[config.mk]
export PLATFORM = sky130hd
export DESIGN_NAME = cdb_writeback_ctrl
export DESIGN_NICKNAME = d
export VERILOG_FILES = /design/src/rtl/tomasulo_pkg.sv /design/src/rtl/rr_arbiter.sv /design/src/rtl/cdb_writeback_ctrl.sv
export SDC_FILE = /design/constraint.sdc
export NUM_CORES = 1
export LEC_CHECK = 0
export ABC_AREA = 1
export CAP_MARGIN = 20
export CORE_ASPECT_RATIO = 1.2
export CORE_UTILIZATION = 43
export CTS_CLUSTER_SIZE = 12
export DETAILED_ROUTE_END_ITERATION = 6
export MAX_ROUTING_LAYER = met4
export PLACE_DENSITY = 0.76
export SLEW_MARGIN = 20
export SYNTH_ARGS = -nofsm -noshare
export SYNTH_HDL_FRONTEND = slang
export SYNTH_SLANG_ARGS = --single-unit
[constraint.sdc]
create_clock -name CLK -period 3.6 [get_ports CLK]
set_input_delay 0.72 -clock CLK [delete_from_list [all_inputs] [get_ports CLK]]
set_output_delay 0.72 -clock CLK [all_outputs]
set_load 0.005 [all_outputs]
[src/rtl/tomasulo_pkg.sv]
// Shared Tomasulo definitions: default widths, register-file geometry and
// the writeback state encoding.
package tomasulo_pkg;
  localparam int TAG_W     = 3;
  localparam int DATA_W    = 16;
  localparam int REG_IDX_W = 3;
  localparam int NUM_REGS  = 8;

  localparam logic [TAG_W-1:0] TAG_NONE = '0;

  typedef enum logic {
    ST_IDLE = 1'b0,
    ST_WB   = 1'b1
  } wb_state_e;
endpackage

[src/rtl/rr_arbiter.sv]
// Round-robin arbiter: the first requester at or after ptr_i (wrapping)
// wins. Outputs a one-hot grant plus the winner's index.
module rr_arbiter #(
  parameter int N     = 4,
  parameter int PTR_W = (N > 1) ? $clog2(N) : 1
) (
  input  logic [N-1:0]     req_i,
  input  logic [PTR_W-1:0] ptr_i,
  output logic [N-1:0]     gnt_o,
  output logic [PTR_W-1:0] idx_o,
  output logic             vld_o
);
  logic [PTR_W-1:0] j;

  // Walk from the farthest candidate back to the pointer so the nearest hit wins.
  always_comb begin
    gnt_o = '0;
    idx_o = '0;
    vld_o = 1'b0;
    j     = '0;
    for (int k = N-1; k >= 0; k--) begin
      j = PTR_W'((int'(ptr_i) + k) % N);
      if (req_i[j]) begin
        gnt_o    = '0;
        gnt_o[j] = 1'b1;
        idx_o    = j;
        vld_o    = 1'b1;
      end
    end
  end
endmodule

[src/rtl/cdb_writeback_ctrl.sv]
// Register-file write sequencer and CDB arbiter for the Tomasulo core.
// Optional macro CDB_STALL_CNT_EN adds a saturating stall counter port.
module cdb_writeback_ctrl #(
  parameter int NUM_FU = 4,
  parameter int TAG_W  = tomasulo_pkg::TAG_W,
  parameter int DATA_W = tomasulo_pkg::DATA_W
) (
  input  logic                     CLK,
  input  logic                     CLR,
  input  logic [NUM_FU-1:0]        fu_req,
  input  logic [NUM_FU*TAG_W-1:0]  fu_tag,
  input  logic [NUM_FU*DATA_W-1:0] fu_data,
  output logic [NUM_FU-1:0]        fu_gnt,
  input  logic                     iss_valid,
  input  logic [2:0]               iss_reg,
  input  logic [TAG_W-1:0]         iss_tag,
  output logic                     rf_wren,
  output logic [2:0]               rf_numW,
  output logic [TAG_W-1:0]         rf_depW,
  output logic [DATA_W-1:0]        rf_dataW,
  output logic                     cdb_valid,
  output logic [TAG_W-1:0]         cdb_tag,
  output logic [DATA_W-1:0]        cdb_data
`ifdef CDB_STALL_CNT_EN
  ,
  output logic [15:0]              stall_cnt
`endif
);
  import tomasulo_pkg::REG_IDX_W;
  import tomasulo_pkg::NUM_REGS;
  import tomasulo_pkg::TAG_NONE;
  import tomasulo_pkg::wb_state_e;
  import tomasulo_pkg::ST_IDLE;
  import tomasulo_pkg::ST_WB;

  localparam int PTR_W = (NUM_FU > 1) ? $clog2(NUM_FU) : 1;

  wb_state_e                            state_q, state_d;
  logic [PTR_W-1:0]                     ptr_q, ptr_d;
  logic [TAG_W-1:0]                     buf_tag_q, buf_tag_d;
  logic [DATA_W-1:0]                    buf_data_q, buf_data_d;
  logic [NUM_REGS-1:0][TAG_W-1:0]       dep_q, dep_d;
  logic                                 rf_wren_q, rf_wren_d;
  logic [REG_IDX_W-1:0]                 rf_num_q, rf_num_d;
  logic [TAG_W-1:0]                     rf_dep_q, rf_dep_d;
  logic [DATA_W-1:0]                    rf_data_q, rf_data_d;
  logic                                 cdb_vld_q, cdb_vld_d;
  logic [TAG_W-1:0]                     cdb_tag_q, cdb_tag_d;
  logic [DATA_W-1:0]                    cdb_data_q, cdb_data_d;

  logic [NUM_FU-1:0][TAG_W-1:0]         tag_v;
  logic [NUM_FU-1:0][DATA_W-1:0]        data_v;
  logic                                 claim, complete, accept;
  logic [NUM_FU-1:0]                    arb_gnt;
  logic [PTR_W-1:0]                     arb_idx;
  logic                                 arb_vld;
  logic                                 hit;
  logic [REG_IDX_W-1:0]                 hit_idx;

  assign tag_v    = fu_tag;
  assign data_v   = fu_data;
  assign claim    = iss_valid && (iss_tag != TAG_W'(TAG_NONE));
  assign complete = (state_q == ST_WB) && !claim;
  assign accept   = (state_q == ST_IDLE) || complete;

  rr_arbiter #(.N(NUM_FU), .PTR_W(PTR_W)) u_arb (
    .req_i (fu_req & {NUM_FU{accept}}),
    .ptr_i (ptr_q),
    .gnt_o (arb_gnt),
    .idx_o (arb_idx),
    .vld_o (arb_vld)
  );

  assign fu_gnt = CLR ? '0 : arb_gnt;

  // Lowest register still waiting on the buffered tag; a superseded register misses.
  always_comb begin
    hit     = 1'b0;
    hit_idx = '0;
    for (int r = NUM_REGS-1; r >= 0; r--) begin
      if (dep_q[REG_IDX_W'(r)] == buf_tag_q) begin
        hit     = 1'b1;
        hit_idx = REG_IDX_W'(r);
      end
    end
  end

  always_comb begin
    state_d    = state_q;
    ptr_d      = ptr_q;
    buf_tag_d  = buf_tag_q;
    buf_data_d = buf_data_q;
    dep_d      = dep_q;
    rf_wren_d  = 1'b0;
    rf_num_d   = rf_num_q;
    rf_dep_d   = rf_dep_q;
    rf_data_d  = rf_data_q;
    cdb_vld_d  = 1'b0;
    cdb_tag_d  = cdb_tag_q;
    cdb_data_d = cdb_data_q;

    if (claim) begin
      rf_wren_d      = 1'b1;
      rf_num_d       = iss_reg;
      rf_dep_d       = iss_tag;
      rf_data_d      = '0;
      dep_d[iss_reg] = iss_tag;
    end else if (complete) begin
      cdb_vld_d  = 1'b1;
      cdb_tag_d  = buf_tag_q;
      cdb_data_d = buf_data_q;
      state_d    = ST_IDLE;
      if (hit) begin
        rf_wren_d      = 1'b1;
        rf_num_d       = hit_idx;
        rf_dep_d       = '0;
        rf_data_d      = buf_data_q;
        dep_d[hit_idx] = '0;
      end
    end

    // A grant refills the buffer, overriding the IDLE return of a completion.
    if (arb_vld) begin
      buf_tag_d  = tag_v[arb_idx];
      buf_data_d = data_v[arb_idx];
      state_d    = ST_WB;
      ptr_d      = (arb_idx == PTR_W'(NUM_FU-1)) ? '0 : arb_idx + PTR_W'(1);
    end
  end

  always_ff @(posedge CLK or posedge CLR) begin
    if (CLR) begin
      state_q    <= ST_IDLE;
      ptr_q      <= '0;
      buf_tag_q  <= '0;
      buf_data_q <= '0;
      dep_q      <= '0;
      rf_wren_q  <= 1'b0;
      rf_num_q   <= '0;
      rf_dep_q   <= '0;
      rf_data_q  <= '0;
      cdb_vld_q  <= 1'b0;
      cdb_tag_q  <= '0;
      cdb_data_q <= '0;
    end else begin
      state_q    <= state_d;
      ptr_q      <= ptr_d;
      buf_tag_q  <= buf_tag_d;
      buf_data_q <= buf_data_d;
      dep_q      <= dep_d;
      rf_wren_q  <= rf_wren_d;
      rf_num_q   <= rf_num_d;
      rf_dep_q   <= rf_dep_d;
      rf_data_q  <= rf_data_d;
      cdb_vld_q  <= cdb_vld_d;
      cdb_tag_q  <= cdb_tag_d;
      cdb_data_q <= cdb_data_d;
    end
  end

  assign rf_wren   = rf_wren_q;
  assign rf_numW   = rf_num_q;
  assign rf_depW   = rf_dep_q;
  assign rf_dataW  = rf_data_q;
  assign cdb_valid = cdb_vld_q;
  assign cdb_tag   = cdb_tag_q;
  assign cdb_data  = cdb_data_q;

`ifdef CDB_STALL_CNT_EN
  logic [15:0] stall_cnt_q;

  always_ff @(posedge CLK or posedge CLR) begin
    if (CLR) begin
      stall_cnt_q <= '0;
    end else if ((state_q == ST_WB) && claim && (stall_cnt_q != 16'hFFFF)) begin
      stall_cnt_q <= stall_cnt_q + 16'd1;
    end
  end

  assign stall_cnt = stall_cnt_q;
`endif
endmodule

Word-level counts from Yosys, hierarchy flattened
Index checks and enable logic that the tools add are counted.
{"block": "classes", "n_mux": 69, "n_reduce_logical": 17, "n_bitwise": 5, "n_eq_ne": 7, "n_lt_le_gt_ge": 13, "add_sub_neg": 4}
{"operator": "$mux W24", "count": 3}
{"operator": "$mux W16", "count": 4}
{"operator": "$mux W3", "count": 14}
{"operator": "$bmux W16 S2", "count": 1}
{"operator": "$mux W1", "count": 25}
{"operator": "$and A24 B24 Y24", "count": 1}
{"operator": "$bwmux W24", "count": 1}
{"operator": "$not A24 Y24", "count": 1}
{"operator": "$mux W4", "count": 5}
{"operator": "$demux W3 S3", "count": 2}
{"operator": "$lt A2 B3 Y1 const B", "count": 5}
{"operator": "$eq A3 B3 Y1", "count": 4}
{"operator": "$mux W2", "count": 5}
{"operator": "$bmux W1 S2", "count": 4}
{"operator": "$demux W1 S2", "count": 4}
{"operator": "$ge A2 B1 Y1 const B", "count": 4}
{"operator": "$logic_and A1 B1 Y1", "count": 8}
{"operator": "$lt A3 B4 Y1 const B", "count": 2}
{"operator": "$bmux W3 S2", "count": 1}
{"operator": "$ge A3 B1 Y1 const B", "count": 2}
{"operator": "$reduce_and A2 Y1", "count": 3}
{"operator": "$reduce_bool A2 Y1", "count": 3}
{"operator": "$add A2 B1 Y2 const B", "count": 2}
{"operator": "$add A2 B2 Y2 const B", "count": 2}
{"operator": "8 further kinds", "count": 9}
{"block": "word_totals", "out_inout_bits": 47, "word_cells": 134, "in_bits": 89, "regBits": 89}

Depth between registers and ports, before layout
Gate-level depths: netlist of the first run.
{"block": "depth", "ltp_word": 15, "ltp_mapped": 17, "ltp_nobuf": 16}

Hierarchy
Synthesis of the first run repeated with hierarchy kept, for this count alone.
{"block": "hier_totals", "cells_unflattened": 559, "hier_area_um2": 4234.1}
{"mod": "cdb_writeback_ctrl", "seq_area_each_um2": 1926.8, "area_per_inst_um2": 3747.3, "cells_per_inst": 472, "n_inst": 1}
{"mod": "rr_arbiter", "seq_area_each_um2": 0.0, "area_per_inst_um2": 486.7, "cells_per_inst": 87, "n_inst": 1}

Least setup slack after synthesis of the first run
Ideal clock, no wire load.
{"block": "synth_timing", "path_type": "input-to-output", "startpoint": "in CLR", "endpoint": "out fu_gnt[0]", "path_stages": 3, "n_path_buf": 0, "setup_slack_ns": -0.112, "required_ns": 2.880, "arrival_ns": 2.992, "path_cell_list": "inv_1 -> o221ai_1 -> a31oi_1"}
{"block": "synth_between", "elab_chain_len": 1}
{"item": "from (decl)", "line": "cdb_writeback_ctrl.sv:9", "rtl": "input logic CLR,"}
{"item": "$mux W4", "line": "cdb_writeback_ctrl.sv:74", "rtl": "assign fu_gnt = CLR ? '0 : arb_gnt;"}
{"item": "to (decl)", "line": "cdb_writeback_ctrl.sv:13", "rtl": "output logic [NUM_FU-1:0] fu_gnt,"}
No other way between the ends.

Final worst setup path of the first run
{"block": "layout_timing", "startpoint": "in iss_tag[0]", "endpoint": "out fu_gnt[0]"}
{"block": "layout_between", "elab_chain_len": 13, "word_cells_on_any_way": 19, "classes_between": "mux (13); bitwise (1); reduce/logical (5)"}
{"item": "from (decl)", "line": "cdb_writeback_ctrl.sv:16", "rtl": "input logic [TAG_W-1:0] iss_tag,"}
{"item": "$reduce_bool A3 Y1 (*)", "line": "cdb_writeback_ctrl.sv:62", "rtl": "assign claim = iss_valid && (iss_tag != TAG_W'(TAG_NONE));"}
{"item": "$logic_and A1 B1 Y1 (*)", "line": "cdb_writeback_ctrl.sv:62"}
{"item": "$logic_not A1 Y1 (*)", "line": "cdb_writeback_ctrl.sv:63", "rtl": "assign complete = (state_q == ST_WB) && !claim;"}
{"item": "$logic_and A1 B1 Y1 (*)", "line": "cdb_writeback_ctrl.sv:63"}
{"item": "$logic_or A1 B1 Y1 (*)", "line": "cdb_writeback_ctrl.sv:64", "rtl": "assign accept = (state_q == ST_IDLE) || complete;"}
{"item": "$and A4 B4 Y4 (*)", "line": "cdb_writeback_ctrl.sv:67", "rtl": ".req_i (fu_req & {NUM_FU{accept}}),"}
{"item": "$bmux W1 S2", "line": "rr_arbiter.sv:23", "rtl": "if (req_i[j]) begin"}
{"item": "$mux W1 (not written as such)", "line": "rr_arbiter.sv:23"}
{"item": "$mux W4 (3 in series)", "line": "rr_arbiter.sv:23"}
{"item": "$mux W4 (*)", "line": "rr_arbiter.sv:23"}
{"item": "$mux W4 (*)", "line": "cdb_writeback_ctrl.sv:74"}
Mark *: on every way between the ends. The rest lies on a longest branch, timed or not. The select of a mux whose other input is x is not followed.

==> results of run 1 <==
## worst min-delay path by stage
stage               cells after the start              to      startpoint  slack (ns)
floorplan                               2  buf_data_q[10]  buf_data_q[10]        0.45
global placement                        2      rf_depW[0]      rf_depW[0]        0.46
detailed placement                      2   buf_data_q[9]   buf_data_q[9]        0.47
CTS                                     2   buf_data_q[9]   buf_data_q[9]        0.48
global route                            2   buf_data_q[9]   buf_data_q[9]        0.50
finish                                  2   buf_data_q[9]   buf_data_q[9]        0.48
## layer usage
| layer | GRT usage, % | vias up | part of all wire, % |
|---|---|---|---|
| met3 | 3.17 | 20 | 4.6 |
| met4 | 8.56 | 0 | 2.3 |
| li1 | - | 2222 | - |
| met5 | - | - | 0 |
| met2 | 35.0 | 153 | 48 |
| met1 | 31.0 | 1974 | 45 |
## critical path: stages
cell             delay, ns
clkdlybuf4s50_1       0.50
inv_2                 0.07
nand2_4               0.10
nand3_4               0.11
nand3_2               0.11
nand2_1               0.09
nand2_1               0.10
nand2_2               0.06
a211oi_1              0.16
buf_4                 0.15
buf_4                 0.10
nand2_1               0.04
a31oi_1               0.19
dlygate4sd2_1         0.28
## power groups by stage
stage,sequential [W],clock (W),combinational [W]
detailed placement,0.00157,0,0.00357
finish,0.00156,0.000869,0.00360
floorplan,0.00149,0,0.00255
global route,0.00161,0.000919,0.00408
global placement,0.00156,0,0.00345
CTS,0.00157,0.000889,0.00360
## logic make-up (layout without fill, tap and decap cells)
kind of cell | Yosys count | in the layout | synth area share [%]
xor gates and xnor gates | 11 | 11 | 2.11
buffers and inverters | 151 | 285 | 13.8
AOI/OAI and AO/OA | 65 | 65 | 8.31
and+or+nand+nor | 319 | 320 | 32.5
DFF | 77 | 77 | 42.2
adders and majority gates | 4 | 4 | 1.10
## sequential cells by signal, indices dropped and copies added, names as in the netlist
register,count
rf_dataW,16
dep_q,12
rf_depW,3
buf_data_q,16
cdb_valid,1
cdb_data,16
buf_tag_q,3
ptr_q,2
rf_wren,1
state_q,1
rf_numW,3
cdb_tag,3
## layout by cell type (no fill, tap or decap), types with 3 or more instances in the layout
cell / synthesis / layout
xnor2_1: 11 / 11
clkdlybuf4s50_1: 0 / 130
o22ai_1: 9 / 9
clkbuf_8: 0 / 4
inv_1: 114 / 113
dfrtp_1: 77 / 77
o21ai_1: 7 / 7
clkbuf_16: 0 / 9
nand2_4: 2 / 3
o221ai_1: 4 / 4
nand3_2: 20 / 22
ha_1: 4 / 4
nand3_1: 80 / 78
o21ai_0: 31 / 31
a31oi_1: 4 / 4
inv_2: 7 / 7
buf_4: 0 / 12
nand2_2: 3 / 6
nand3_4: 2 / 3
dlymetal6s2s_1: 0 / 3
nor2_1: 6 / 6
nand2_1: 201 / 197
a21oi_1: 3 / 3
## timing repair
item / CTS / global route
buffers inserted: 1 / 0
setup endpoints to repair: 4 / 3
gates resized for setup: 5 / 8
pin swaps: 0 / 1
gates cloned: 1 / 0
## area by class of cell
cell class              instances  area [sq um]  area share, %
multi-input cells             400          2050           32.3
flip-flops and latches         77          1930           30.4
repair buffers                147          1450           22.8
inverters                     122           464           7.32
clock buffers                  13           280           4.42
well taps                     126           158           2.49
clock inverters                 3          17.5          0.276
## stage by stage
stage / cell area, sq um / std cells / hold WS [ns] / power [W] / TNS [ns]
after floorplan: 4570 / 627 / 0.449 / 0.00404 / 0
final: 6340 / 888 / 0.478 / 0.00604 / 0
after global routing: 6340 / 888 / 0.496 / 0.00662 / 0
after CTS: 6320 / 888 / 0.482 / 0.00605 / 0
after detailed placement: 5990 / 870 / 0.467 / 0.00514 / -0.148
after global placement: 5990 / 870 / 0.460 / 0.00501 / 0
==> reports/summary.txt, run 1 <==
final period demand of the worst path - 3.49 ns
critical path fanouts, max - 5
Logic pwr share - 59.7%
leak pwr - 3.25 nW
critical path endpoint category - output port
critical path class - in -> out
clock skew - 0.00393 ns
CTS Hold Bufs - 0
CTS buffer count - 9
Setup crit start - iss_tag[0]
CTS Buffer Depth - 2
max cap viols - 0
register clock-pin slew on the reported worst setup and hold paths - 0.06 ns
die footprint - 11000 sq um
endpoints failing setup - 0
DR DRC count - 0
Setup crit end - fu_gnt[0]
clock sinks - 77
Distinct cells, synth - 31
status - completed
Synth Cell Area - 4560 sq um
Tcrit/Tclk final - 97.1%
Power Dens Cells - 952 nW/um^2
Synthesized Nets - 720
top cells by count, synth - nand2_1 (201), inv_1 (114), nand3_1 (80)
worst r2r dst - buf_data_q[15]
vias per cell - 4.92
post-synth top area share - 42.2%
Clock power frac - 14.4%
Max rail drop VDD - 0.631 mV
Inserted Diodes - 0
top-count cell post-synth - nand2_1
Ports - 136
register area share after synthesis - 42.2%
pre-CTS setup slack - -0.0936 ns
total core area - 10200 sq um
Starting Density - 44.9%
All-Layer GR Usage - 23.0%
Psw - 0.00275 W
initial antenna violation count - 0
Skew-Pair Late Insertion Delay - 0.33 ns
Slew HR - 37.0%
R2R Path Start - ptr_q[0]
area grow syn2layout - 39.0%
Slew @ Worst Pin - 0.945 ns
final worst slack - 0.106 ns
flops & latches, synth - 77
die height - 115 microns
Ys Warns - 0
Layout Nets - 850
TritonCTS clock tree - yes
Peak Freq - 0.286 GHz
Root Driver - clkbuf_16
Synth area leader - dfrtp_1
die width - 96.0 microns
Iter 0 DRT Violations - 268
largest net degree at the start of global routing - 78
Site Rows - 40
crit path launch type - primary input
Routed Antenna Nets - 0
Detailed Routing Iterations Pass 1 - 6
Reg2Reg Depth - 15
RSZ-0062 raised after global routing - false
R2R setup slack - 1.01 ns
H-tree Lvls - 3
portion of total power attributed to sequential cells - 25.9%
classification of the worst-slack hold path - reg -> reg
FFs w/ async S/R, synth - 100%
Final GP Congestion - 0.906
WL/cell - 13.0 microns
GR Overflow Total - 0
routed wire length - 11.6 mm
Post-synth EDFFs - 0
Int Pwr - 0.00329 W
layout cell share with drive strength beyond 1 - 9.71%
cell count after synthesis - 627
Worst Path Required - 2.88 ns
Sw Ratio - 45.5%
first-pass GRT wire length - 19.2 mm
crit path DAT - 2.77 ns
Detail Placement HPWL - 8.57 mm
Final Core Density - 62.4%
Syn Area/Cell - 7.28 sq um
port buffer count - 135
Synth area leaders - dfrtp_1 (42%), nand2_1 (17%), inv_1 (9.4%), nand3_1 (8.8%), nand3_2 (4.4%)
vias in the first global route - 4102
Fill cells - 887
routed via count - 4369
Primary FF master, synth - dfrtp_1
Final Hold Fails - 0
Slew Limit Fails - 0
No activity file was read; power rests on OpenSTA's default activity.
==> run 2: changes to the inputs <==
--- a/config.mk
+++ b/config.mk
@@ -11,9 +11,11 @@
 export CORE_UTILIZATION = 43
 export CTS_CLUSTER_SIZE = 12
 export DETAILED_ROUTE_END_ITERATION = 6
+export HOLD_SLACK_MARGIN = 0.15
 export MAX_ROUTING_LAYER = met4
 export PLACE_DENSITY = 0.76
-export SLEW_MARGIN = 20
+export SLEW_MARGIN = 10
 export SYNTH_ARGS = -nofsm -noshare
 export SYNTH_HDL_FRONTEND = slang
 export SYNTH_SLANG_ARGS = --single-unit
+export TNS_END_PERCENT = 20
==> reports/summary.txt, run 2 (synthesis gave the netlist of run 1 again) <==
status - completed (unchanged)
Root Driver - clkbuf_16 (unchanged)
port buffer count - 135 (unchanged)
busiest grt layer - met2 (unchanged)
met2 Usage GRT - 34.7% (was 35.0%)
CTS Buffer Depth - 2 (unchanged)
fin area - 6330 sq um (was 6340 sq um)
dpl cells - 870 (unchanged)
TritonCTS clock tree - yes (unchanged)
total core area - 10200 sq um (unchanged)
Max rail drop VDD - 0.646 mV (was 0.631 mV)
Slew Limit Fails - 0 (unchanged)
GR Overflow Total - 0 (unchanged)
Cell Area, Placed - 5990 sq um (unchanged)
crit path launch type - primary input (unchanged)
WL/cell - 13.0 microns (about the same)
critical path class - in -> out (unchanged)
Iter 0 DRT Violations - 279 (was 268)
Worst Path Required - 2.88 ns (about the same)
clock sinks - 77 (unchanged)
Tcrit/Tclk final - 94.6% (was 97.1%)
# Post-CTS Setup Buffers - 0 (was 1)
area grow syn2layout - 38.8% (was 39.0%)
commonest non-fill, non-tap cell in the layout - nand2_1 (unchanged)
die width - 96.0 microns (unchanged)
final period demand of the worst path - 3.41 ns (was 3.49 ns)
Ports - 136 (unchanged)
met1 GRT Util - 30.4% (was 31.0%)
routed wire length - 11.6 mm (about the same)
register clock-pin slew on the reported worst setup and hold paths - 0.06 ns (about the same)
Inserted Diodes - 0 (unchanged)
H-tree Lvls - 3 (unchanged)
max cap viols - 0 (unchanged)
endpoints failing setup - 0 (unchanged)
Peak Freq - 0.294 GHz (was 0.286 GHz)
initial antenna violation count - 0 (unchanged)
DR DRC count - 0 (unchanged)
crit path DAT - 2.69 ns (was 2.77 ns)
slowest CP cell - clkdlybuf4s50_1 (unchanged)
die height - 115 microns (unchanged)
leak pwr - 3.23 nW (was 3.25 nW)
Slew @ Worst Pin - 0.962 ns (was 0.945 ns)
Critical path buffers and inverters - 3 (was 5)
Fill cells - 885 (was 887)
met3 GRT Util - 3.17% (unchanged)
Final Instance Count excl. Fillers - 887 (was 888)
All-Layer GR Usage - 22.7% (was 23.0%)
setup_tns - 0 ns (unchanged)
RSZ-0062 raised after global routing - false (unchanged)
final worst slack - 0.195 ns (was 0.106 ns)
critical path fanouts, max - 5 (unchanged)
Routed Antenna Nets - 0 (unchanged)
PnR Total Power - 0.00601 W (was 0.00604 W)
largest net degree at the start of global routing - 78 (unchanged)
classification of the worst-slack hold path - reg -> reg (unchanged)
routed via count - 4365 (was 4369)
die footprint - 11000 sq um (unchanged)
pre-CTS setup slack - -0.0936 ns (unchanged)
vias per cell - 4.92 (about the same)
Register Area - 1930 sq um (unchanged)
multi-input logic area - 2050 sq um (unchanged)
critical path endpoint category - output port (unchanged)
Starting Density - 44.9% (unchanged)
Final Hold Fails - 0 (unchanged)
Skew-Pair Late Insertion Delay - 0.33 ns (about the same)
clock skew - 0.00309 ns (was 0.00393 ns)
Power Dens Cells - 949 nW/um^2 (was 952 nW/um^2)
CTS buffer count - 9 (unchanged)
kind of cell adding the most delay to the critical path - buffers and inverters (unchanged)
Final GP Congestion - 0.906 (unchanged)
Layout Nets - 849 (was 850)
Site Rows - 40 (unchanged)
layout cell share with drive strength beyond 1 - 9.59% (was 9.71%)
Detailed Routing Iterations Pass 1 - 5 (was 6)
Slew HR - 35.9% (was 37.0%)
most frequent CP cell - nand2_1 (unchanged)
commonest non-fill, non-tap cells in the layout - nand2_1 (197), clkdlybuf4s50_1 (130), inv_1 (113) (unchanged)
crit path cell chain - clkdlybuf4s50_1 > nand3_4 > nand3_2 > nand2_1 > nand2_1 > nand2_2 > a211oi_1 > buf_4 > nand2_1 > a31oi_1 > dlygate4sd2_1 (was clkdlybuf4s50_1 > inv_2 > nand2_4 > nand3_4 > nand3_2 > nand2_1 > nand2_1 > nand2_2 > a211oi_1 > buf_4 > buf_4 > nand2_1 > a31oi_1 > dlygate4sd2_1)
slowest stage delay, CP - 0.63 ns (was 0.50 ns)
Detail Placement HPWL - 8.57 mm (unchanged)
vias in the first global route - 4082 (was 4102)
first-pass GRT wire length - 19.0 mm (was 19.2 mm)
==> run 2: cell type report <==
| class | count | share of cell area, % |
|---|---|---|
| well taps | 126 | 2.49 |
| clock inverters | 3 | 0.277 |
| repair buffers | 146 | 22.7 |
| clock buffers | 13 | 4.43 |
| multi-input cells | 400 | 32.4 |
| flip-flops and latches | 77 | 30.4 |
| inverters | 122 | 7.33 |
==> run 2: repair_timing <==
action,4_1_cts,5_1_grt
endpoints found under the hold margin,0,0
hold buffers,0,0
pin swaps,0,2
gates resized for setup,4,9
setup endpoints to repair,4,1
cloned,0,1
==> run 2: worst reg2reg max path, cell delays in order (launching register included) <==
cell and delay (ns):
dfrtp_1 0.53, inv_2 0.18, ha_1 0.34, inv_1 0.13, nand3_1 0.11, nand2_2 0.11, inv_2 0.06, nand2_4 0.09
nand3_4 0.07, nand2_1 0.07, buf_4 0.34, nand2_1 0.11, nand3_1 0.13, nand2_1 0.07, nand2_1 0.05, nand2_1 0.06
==> run 2: routing by layer <==
layer | part of all wire [%] | routed length (microns) | up-vias
met5 | 0 | 0 | -
met1 | 45 | 5180 | 1993
met3 | 4.5 | 523 | 18
met2 | 48 | 5610 | 136
met4 | 2.2 | 252 | 0
li1 | - | - | 2218
==> run 2: final timing paths <==
check                         startpoint  slack (ns)              to  cells past startpoint
hold reg to reg            buf_data_q[9]        0.48   buf_data_q[9]                      2
min in group asynchronous            CLR        1.10        dep_q[9]                      3
max in group asynchronous            CLR        1.86    rf_dataW[10]                      3
hold / removal             buf_data_q[9]        0.48   buf_data_q[9]                      2
setup / recovery               iss_valid        0.19       fu_gnt[0]                     11
setup reg to reg                ptr_q[0]        1.04  buf_data_q[15]                     15
==> run 2: through the flow <==
step	hold WS (ns)	util (%)
global placement	0.460	59.0
global route	0.496	62.3
detailed placement	0.467	59.0
finish	0.478	62.3
CTS	0.482	61.9
floorplan	0.449	-
==> run 2: power by group <==
part / internal (W) / total, W / switching [W]
Combinational: 0.00146 / 0.00357 / 0.00211
Sequential: 0.00127 / 0.00157 / 0.000292
Clock: 0.000539 / 0.000870 / 0.000331
Total: 0.00327 / 0.00601 / 0.00274
==> run 3: changes to the inputs <==
--- a/config.mk
+++ b/config.mk
@@ -8,6 +8,7 @@
 export ABC_AREA = 1
 export CAP_MARGIN = 20
 export CORE_ASPECT_RATIO = 1.2
+export CORE_MARGIN = 5
 export CORE_UTILIZATION = 43
 export CTS_CLUSTER_SIZE = 12
 export DETAILED_ROUTE_END_ITERATION = 6
==> reports/summary.txt, run 3 (synthesis gave the netlist of run 1 again) <==
Final Hold Fails - 0 (unchanged)
crit path cell chain - clkdlybuf4s50_1 > nor2_2 > nand2_4 > nand3_2 > nand3_1 > nand2_1 > inv_2 > a211oi_1 > buf_4 > nand2_1 > a31oi_1 > dlygate4sd2_1 (was clkdlybuf4s50_1 > nand3_4 > nand3_2 > nand2_1 > nand2_1 > nand2_2 > a211oi_1 > buf_4 > nand2_1 > a31oi_1 > dlygate4sd2_1)
port buffer count - 135 (unchanged)
R2R setup slack - 0.95 ns (was 1.04 ns)
Cell Area, Placed - 5990 sq um (about the same)
routed wire length - 12.4 mm (was 11.6 mm)
DR DRC count - 0 (unchanged)
CTS buffer count - 9 (unchanged)
vias in the first global route - 4445 (was 4082)
register clock-pin slew on the reported worst setup and hold paths - 0.05 ns (was 0.06 ns)
total core area - 10500 sq um (was 10200 sq um)
Slew @ Worst Pin - 0.945 ns (was 0.962 ns)
clock sinks - 77 (unchanged)
final worst slack - 0.153 ns (was 0.195 ns)
Root Driver - clkbuf_16 (unchanged)
Worst Path Required - 2.88 ns (about the same)
Slew Limit Fails - 0 (unchanged)
top sig layer - met4 (unchanged)
fin area - 6380 sq um (was 6330 sq um)
Starting Density - 43.6% (was 44.9%)
critical path endpoint category - output port (unchanged)
CTS Hold Bufs - 0 (unchanged)
TritonCTS clock tree - yes (unchanged)
vias per cell - 4.96 (was 4.92)
die width - 104 microns (was 96.0 microns)
Peak Freq - 0.290 GHz (was 0.294 GHz)
die height - 123 microns (was 115 microns)
final period demand of the worst path - 3.45 ns (was 3.41 ns)
endpoints failing setup - 0 (unchanged)
Setup crit start - iss_tag[1] (was iss_valid)
most frequent CP cell - nand2_1 (unchanged)
H-tree Lvls - 3 (unchanged)
Critical path buffers and inverters - 4 (was 3)
Slew HR - 37.0% (was 35.9%)
Inserted Diodes - 0 (unchanged)
status - completed (unchanged)
classification of the worst-slack hold path - reg -> reg (unchanged)
Max rail drop VDD - 0.806 mV (was 0.646 mV)
clock skew - 0.00226 ns (was 0.00309 ns)
Detailed Routing Iterations Pass 1 - 5 (unchanged)
layout cell share with drive strength beyond 1 - 8.92% (was 9.59%)
All-Layer GR Usage - 19.6% (was 22.7%)
largest net degree at the start of global routing - 78 (unchanged)
routed via count - 4423 (was 4365)
crit path DAT - 2.73 ns (was 2.69 ns)
commonest non-fill, non-tap cell in the layout - nand2_1 (unchanged)
critical path class - in -> out (unchanged)
commonest non-fill, non-tap cells in the layout - nand2_1 (200), clkdlybuf4s50_1 (131), inv_1 (113) (was nand2_1 (197), clkdlybuf4s50_1 (130), inv_1 (113))
PnR Total Power - 0.00624 W (was 0.00601 W)
Layout Nets - 850 (was 849)
first-pass GRT wire length - 20.2 mm (was 19.0 mm)
crit path launch type - primary input (unchanged)
WL met1 - 5.34 mm (was 5.18 mm)
Skew-Pair Late Insertion Delay - 0.33 ns (about the same)
Critical Path Stages - 12 (was 11)
Site Rows - 41 (was 40)
metal2 WL - 6.23 mm (was 5.61 mm)
kind of cell adding the most delay to the critical path - buffers and inverters (unchanged)
WL/cell - 13.9 microns (was 13.0 microns)
Power Dens Cells - 978 nW/um^2 (was 949 nW/um^2)
Iter 0 DRT Violations - 221 (was 279)
slowest CP cell - clkdlybuf4s50_1 (unchanged)
Reg2Reg Depth - 14 (was 15)
leak pwr - 3.25 nW (was 3.23 nW)
Tcrit/Tclk final - 95.7% (was 94.6%)
Detail Placement HPWL - 9.27 mm (was 8.57 mm)
setup_tns - 0 ns (unchanged)
pre-CTS setup slack - -0.105 ns (was -0.0936 ns)
Final GP Congestion - 0.884 (was 0.906)
CTS Buffer Depth - 2 (unchanged)
die footprint - 12800 sq um (was 11000 sq um)
critical path fanouts, max - 4 (was 5)
initial antenna violation count - 0 (unchanged)
R2R Path Start - ptr_q[0] (unchanged)
max cap viols - 0 (unchanged)
area grow syn2layout - 39.8% (was 38.8%)
Ports - 136 (unchanged)
Setup crit end - fu_gnt[3] (was fu_gnt[0])
slowest stage delay, CP - 0.44 ns (was 0.63 ns)
Routed Antenna Nets - 0 (unchanged)
met3 wire len - 629 microns (was 523 microns)
Final Core Density - 61.0% (was 62.3%)
GR Overflow Total - 0 (unchanged)
worst r2r dst - buf_data_q[10] (was buf_data_q[15])
run 3: routing by layer:
| metal | vias to the layer above | GRT usage [%] |
|---|---|---|
| met5 | - | - |
| met4 | 0 | 5.75 |
| met3 | 14 | 4.00 |
| met2 | 136 | 32.9 |
| met1 | 2063 | 24.2 |
| li1 | 2210 | - |
run 3: what timing repair did:
action	4_1_cts	5_1_grt
endpoints found under the setup margin	3	1
buffers inserted	0	1
gates cloned	0	1
gates resized for setup	3	3
run 3: area by class of cell:
class / instances / area (sq um)
fill: 949 / 4090
multi-input combinational: 400 / 2030
sequential: 77 / 1930
timing repair buffer: 147 / 1440
inverter: 122 / 464
clock buffer: 13 / 270
tap: 129 / 161
clock inverter: 3 / 90.1
run 3: stage by stage:
step | std cells | hold WS [ns]
CTS | 889 | 0.473
finish | 891 | 0.470
detailed placement | 873 | 0.459
global placement | 873 | 0.458
global route | 891 | 0.494
floorplan | 627 | 0.449
run 3: worst min path at each step:
stage / from / to / slack [ns] / cells after the start
after floorplan: buf_data_q[10] / buf_data_q[10] / 0.45 / 2
after global placement: rf_depW[0] / rf_depW[0] / 0.46 / 2
after detailed placement: rf_depW[2] / rf_depW[2] / 0.46 / 2
after CTS: rf_depW[2] / rf_depW[2] / 0.47 / 2
after global routing: rf_depW[2] / rf_depW[2] / 0.49 / 2
final: rf_depW[2] / rf_depW[2] / 0.47 / 2
run 3: worst register-to-register path: stages (launching register included):
cell and delay (ns):
dfrtp_1 0.51, inv_2 0.18, ha_1 0.35, inv_1 0.08, nand3_1 0.09, nand2_1 0.12
inv_2 0.11, nand2_4 0.08, nand3_4 0.06, buf_4 0.42, nand3_1 0.18, nand3_1 0.15
nand2_1 0.07, nand2_1 0.07, nand2_1 0.06
run 3: where the power goes:
group | leakage (nW) | switching (W) | internal, W
clock | 0.176 | 0.000323 | 0.000734
sequential | 0.960 | 0.000298 | 0.00127
combinational | 2.12 | 0.00214 | 0.00147
total | 3.25 | 0.00276 | 0.00347
==> variant 1 (flow settings as in run 1) <==
Add a define of `CDB_STALL_CNT_EN`.
--- a/src/rtl/cdb_writeback_ctrl.sv
+++ b/src/rtl/cdb_writeback_ctrl.sv
@@ -2,2 +2,4 @@
 // Optional macro CDB_STALL_CNT_EN adds a saturating stall counter port.
+`define CDB_STALL_CNT_EN
+
 module cdb_writeback_ctrl #(
Behaviour (old outputs only; new: stall_cnt): unchanged (Yosys induction, for registers that start in step).
==> variant 1 against run 1 <==
Clock skew rose by 0.56 ps; via count is 12% higher; worst setup slack worse by 66 ps; synthesized cell count is 13% higher; first-iteration DRC count shrank 17%; synthesized area increased by 17%; sequential cell count rose by 16; cell area increased by 16%; wire length grew 13%; total power increased by 3.7%.
==> variant 1: results <==
set metrics [dict create \
    hold-worst-slack_ps 469 \
    worst_ir_drop_vdd_uv 828 \
    regArea_um2 2330 \
    fin_skew_ps 4.49 \
    placed_area_um2 7010 \
    power.leakage_nw 3.66 \
    synth-xor-area-share 0.0426 \
    reg2reg_to "buf_data_q[12]" \
    r2r_start "ptr_q[1]" \
    first_global_vias 4690 \
    wl_per_cell_um 12.8 \
    outcome "finished clean" \
    yosysUniqueCellTypes 32 \
    io_buffers 151 \
    synth.net_count 804 \
    final_nets 949 \
    comb.multi_input.count 451 \
    synth_compound_area_frac 0.0751 \
    row_count 44 \
    maxSlewHeadroom 0.529 \
    initialDrtViolationCount 223 \
    inverters 135 \
    grt_util_met1 0.281 \
    grt_max_degree 60 \
    cp_max_fo 6 \
    multi_input_area_share 0.327 \
]
variant 1: cell count changes in the layout (fill, tap and decap cells not counted), moves of 7 or more:
cell	before	now
clkdlybuf4s50_1	130	148
dfrtp_1	77	93
inv_1	113	126
nand2_1	197	186
nand3_1	78	105
nor2_1	6	21
o21ai_1	7	0
xnor2_1	11	20
variant 1: worst max-delay path by stage:
stage / end / startpoint / slack (ps) / cells after the start
2_1_floorplan: fu_gnt[0] / CLR / 520 / 3
3_3_place_gp: fu_gnt[1] / iss_tag[0] / 40 / 11
3_5_place_dp: fu_gnt[3] / iss_tag[1] / 2 / 11
4_1_cts: fu_gnt[3] / iss_tag[1] / 60 / 11
5_1_grt: fu_gnt[1] / iss_tag[0] / -100 / 13
6_report: fu_gnt[3] / iss_tag[0] / 40 / 13
variant 1: routing by layer:
metal / vias to the layer above / part of all wire / routed length, um
met5: - / 0 / 0
met4: 0 / 0.011 / 138
met3: 10 / 0.047 / 606
met2: 126 / 0.48 / 6260
met1: 2254 / 0.46 / 6020
li1: 2517 / - / -
==> variant 2 (flow settings as in run 1) <==
Without the edit above. Take the reset off `rf_data_q` and load it in a clocked block of its own.
--- a/src/rtl/cdb_writeback_ctrl.sv
+++ b/src/rtl/cdb_writeback_ctrl.sv
@@ -140,3 +140,2 @@
       rf_dep_q   <= '0;
-      rf_data_q  <= '0;
       cdb_vld_q  <= 1'b0;
@@ -153,3 +152,2 @@
       rf_dep_q   <= rf_dep_d;
-      rf_data_q  <= rf_data_d;
       cdb_vld_q  <= cdb_vld_d;
@@ -158,2 +156,6 @@
     end
+  end
+
+  always_ff @(posedge CLK) begin
+    rf_data_q <= rf_data_d;
   end
Check against the original RTL: not equivalent (Yosys sat finds a counterexample within 4 cycles, from zero or initial values; the reset may be asserted at any time).
==> variant 2 against run 1 <==
Utilization shrank 0.73 points; synthesized area shrank 1.3%; wire length shrank 2.0%; sequential cell count is the same; maximum frequency grew 3.6%; total power grew 0.35%; critical path depth shrank 1; cell area shrank 1.7%; worst setup slack gained 120 ps; largest cell class unchanged.
==> variant 2: results <==
set metrics [dict create \
    min_period_ps 3370 \
    gp_congestion 0.972 \
    htree_levels 3 \
    dp.cells 876 \
    power.leakage_nw 3.17 \
    layout-drive-gt1-share 0.0887 \
    yosysUniqueCellTypes 32 \
    grt_util_met1 0.292 \
    synth_seq_area_share 0.410 \
    reg2reg_setup_slack_ps 1020 \
    cpMaxStageDelayCell "clkdlybuf4s50_1" \
    cts_buffers 9 \
    grt_max_degree 62 \
    use_met2 0.359 \
    pre_cts_ws_ps -73.1 \
    synthArstFlopShare 0.792 \
    crit_arrival_ps 2650 \
    synth.net_count 725 \
    fin_skew_ps 6.15 \
    placed_area_um2 5930 \
    ys.flop_type "dfrtp_1" \
    outcome "finished clean" \
    max_slew.worst_pin.slew_ps 746 \
    power.internal_mw 3.32 \
    grt.total_usage 0.226 \
    hold-worst-slack_ps 462 \
    first_pass_iters 4 \
    cts_root_buffer "clkbuf_16" \
    initialDrtViolationCount 226 \
    antenna_found_initial 0 \
    wl_per_cell_um 12.7 \
    synthCells 632 \
    cp_max_fo 5 \
    cts_max_path_buffers 2 \
    final_nets 856 \
    layout.cells.non_filler 893 \
    synth_area_leaders "dfrtp_1 34%, nand2_1 17%, inv_1 10%" \
    crit_path_max_incr_delay_ps 490 \
    vias 4428 \
    crit_family "buffers and inverters" \
    hp-class "flip-flop to flip-flop" \
    worst_ir_drop_vdd_uv 772 \
    first_global_vias 4235 \
    grt_pass1_wl_um 18800 \
    synthTopCellsByCount "198 x nand2_1, 124 x inv_1, 76 x nand3_1" \
    dp_hpwl_um 8470 \
    grt_util_met3 0.0212 \
]
## variant 2: cell types whose count changed after synthesis, moves of 4 or more
cell	delta
dfrtp_1	-16
dfxtp_1	+16
inv_1	+10
nand3_1	-4
o21ai_0	+5
o21ai_1	-7
## variant 2: path summary, 6_finish.rpt
path / from / endpoint / cells after the start
min reg2reg: rf_dataW[6] / rf_dataW[6] / 2
min in group asynchronous: CLR / state_q / 3
max: iss_tag[0] / fu_gnt[1] / 13
max reg2reg: ptr_q[0] / buf_data_q[0] / 15
max in group asynchronous: CLR / cdb_data[7] / 3
min: rf_dataW[6] / rf_dataW[6] / 2
## variant 2: kinds of logic (layout without fill, tap and decap cells)
logic type	after synthesis	after routing	share of synthesized area
xor+xnor	12	12	0.0233
fa+ha+maj	4	4	0.0111
compound gates	63	63	0.0812
buf+inv	158	292	0.147
simple gates	318	319	0.327
flops	77	77	0.410
## variant 2: power groups by stage
stage | clock network, mW | logic (mW) | registers, mW
CTS | 0.871 | 3.61 | 1.60
detailed placement | 0 | 3.59 | 1.61
floorplan | 0 | 2.58 | 1.52
global placement | 0 | 3.48 | 1.58
finish | 0.864 | 3.60 | 1.59
global route | 0.905 | 4.08 | 1.64
## variant 2: final cells by class
cell class | count | area, um2
well taps | 126 | 158
clock buffers | 13 | 250
flip-flops and latches | 77 | 1850
multi-input cells | 398 | 2020
inverters | 128 | 480
clock inverters | 2 | 35.0
repair buffers | 149 | 1450
fillers | 908 | 3870
## variant 2: repair_timing
item,CTS,global route
setup endpoints to repair,4,0
gates resized for setup,7,0
setup buffers,1,0
## variant 2: per-layer routing
metal  wire (um)  vias to the layer above
li1            -                     2217
met1        5080                     2028
met2        5540                      159
met3         474                       24
met4         250                        0
met5           0                        -
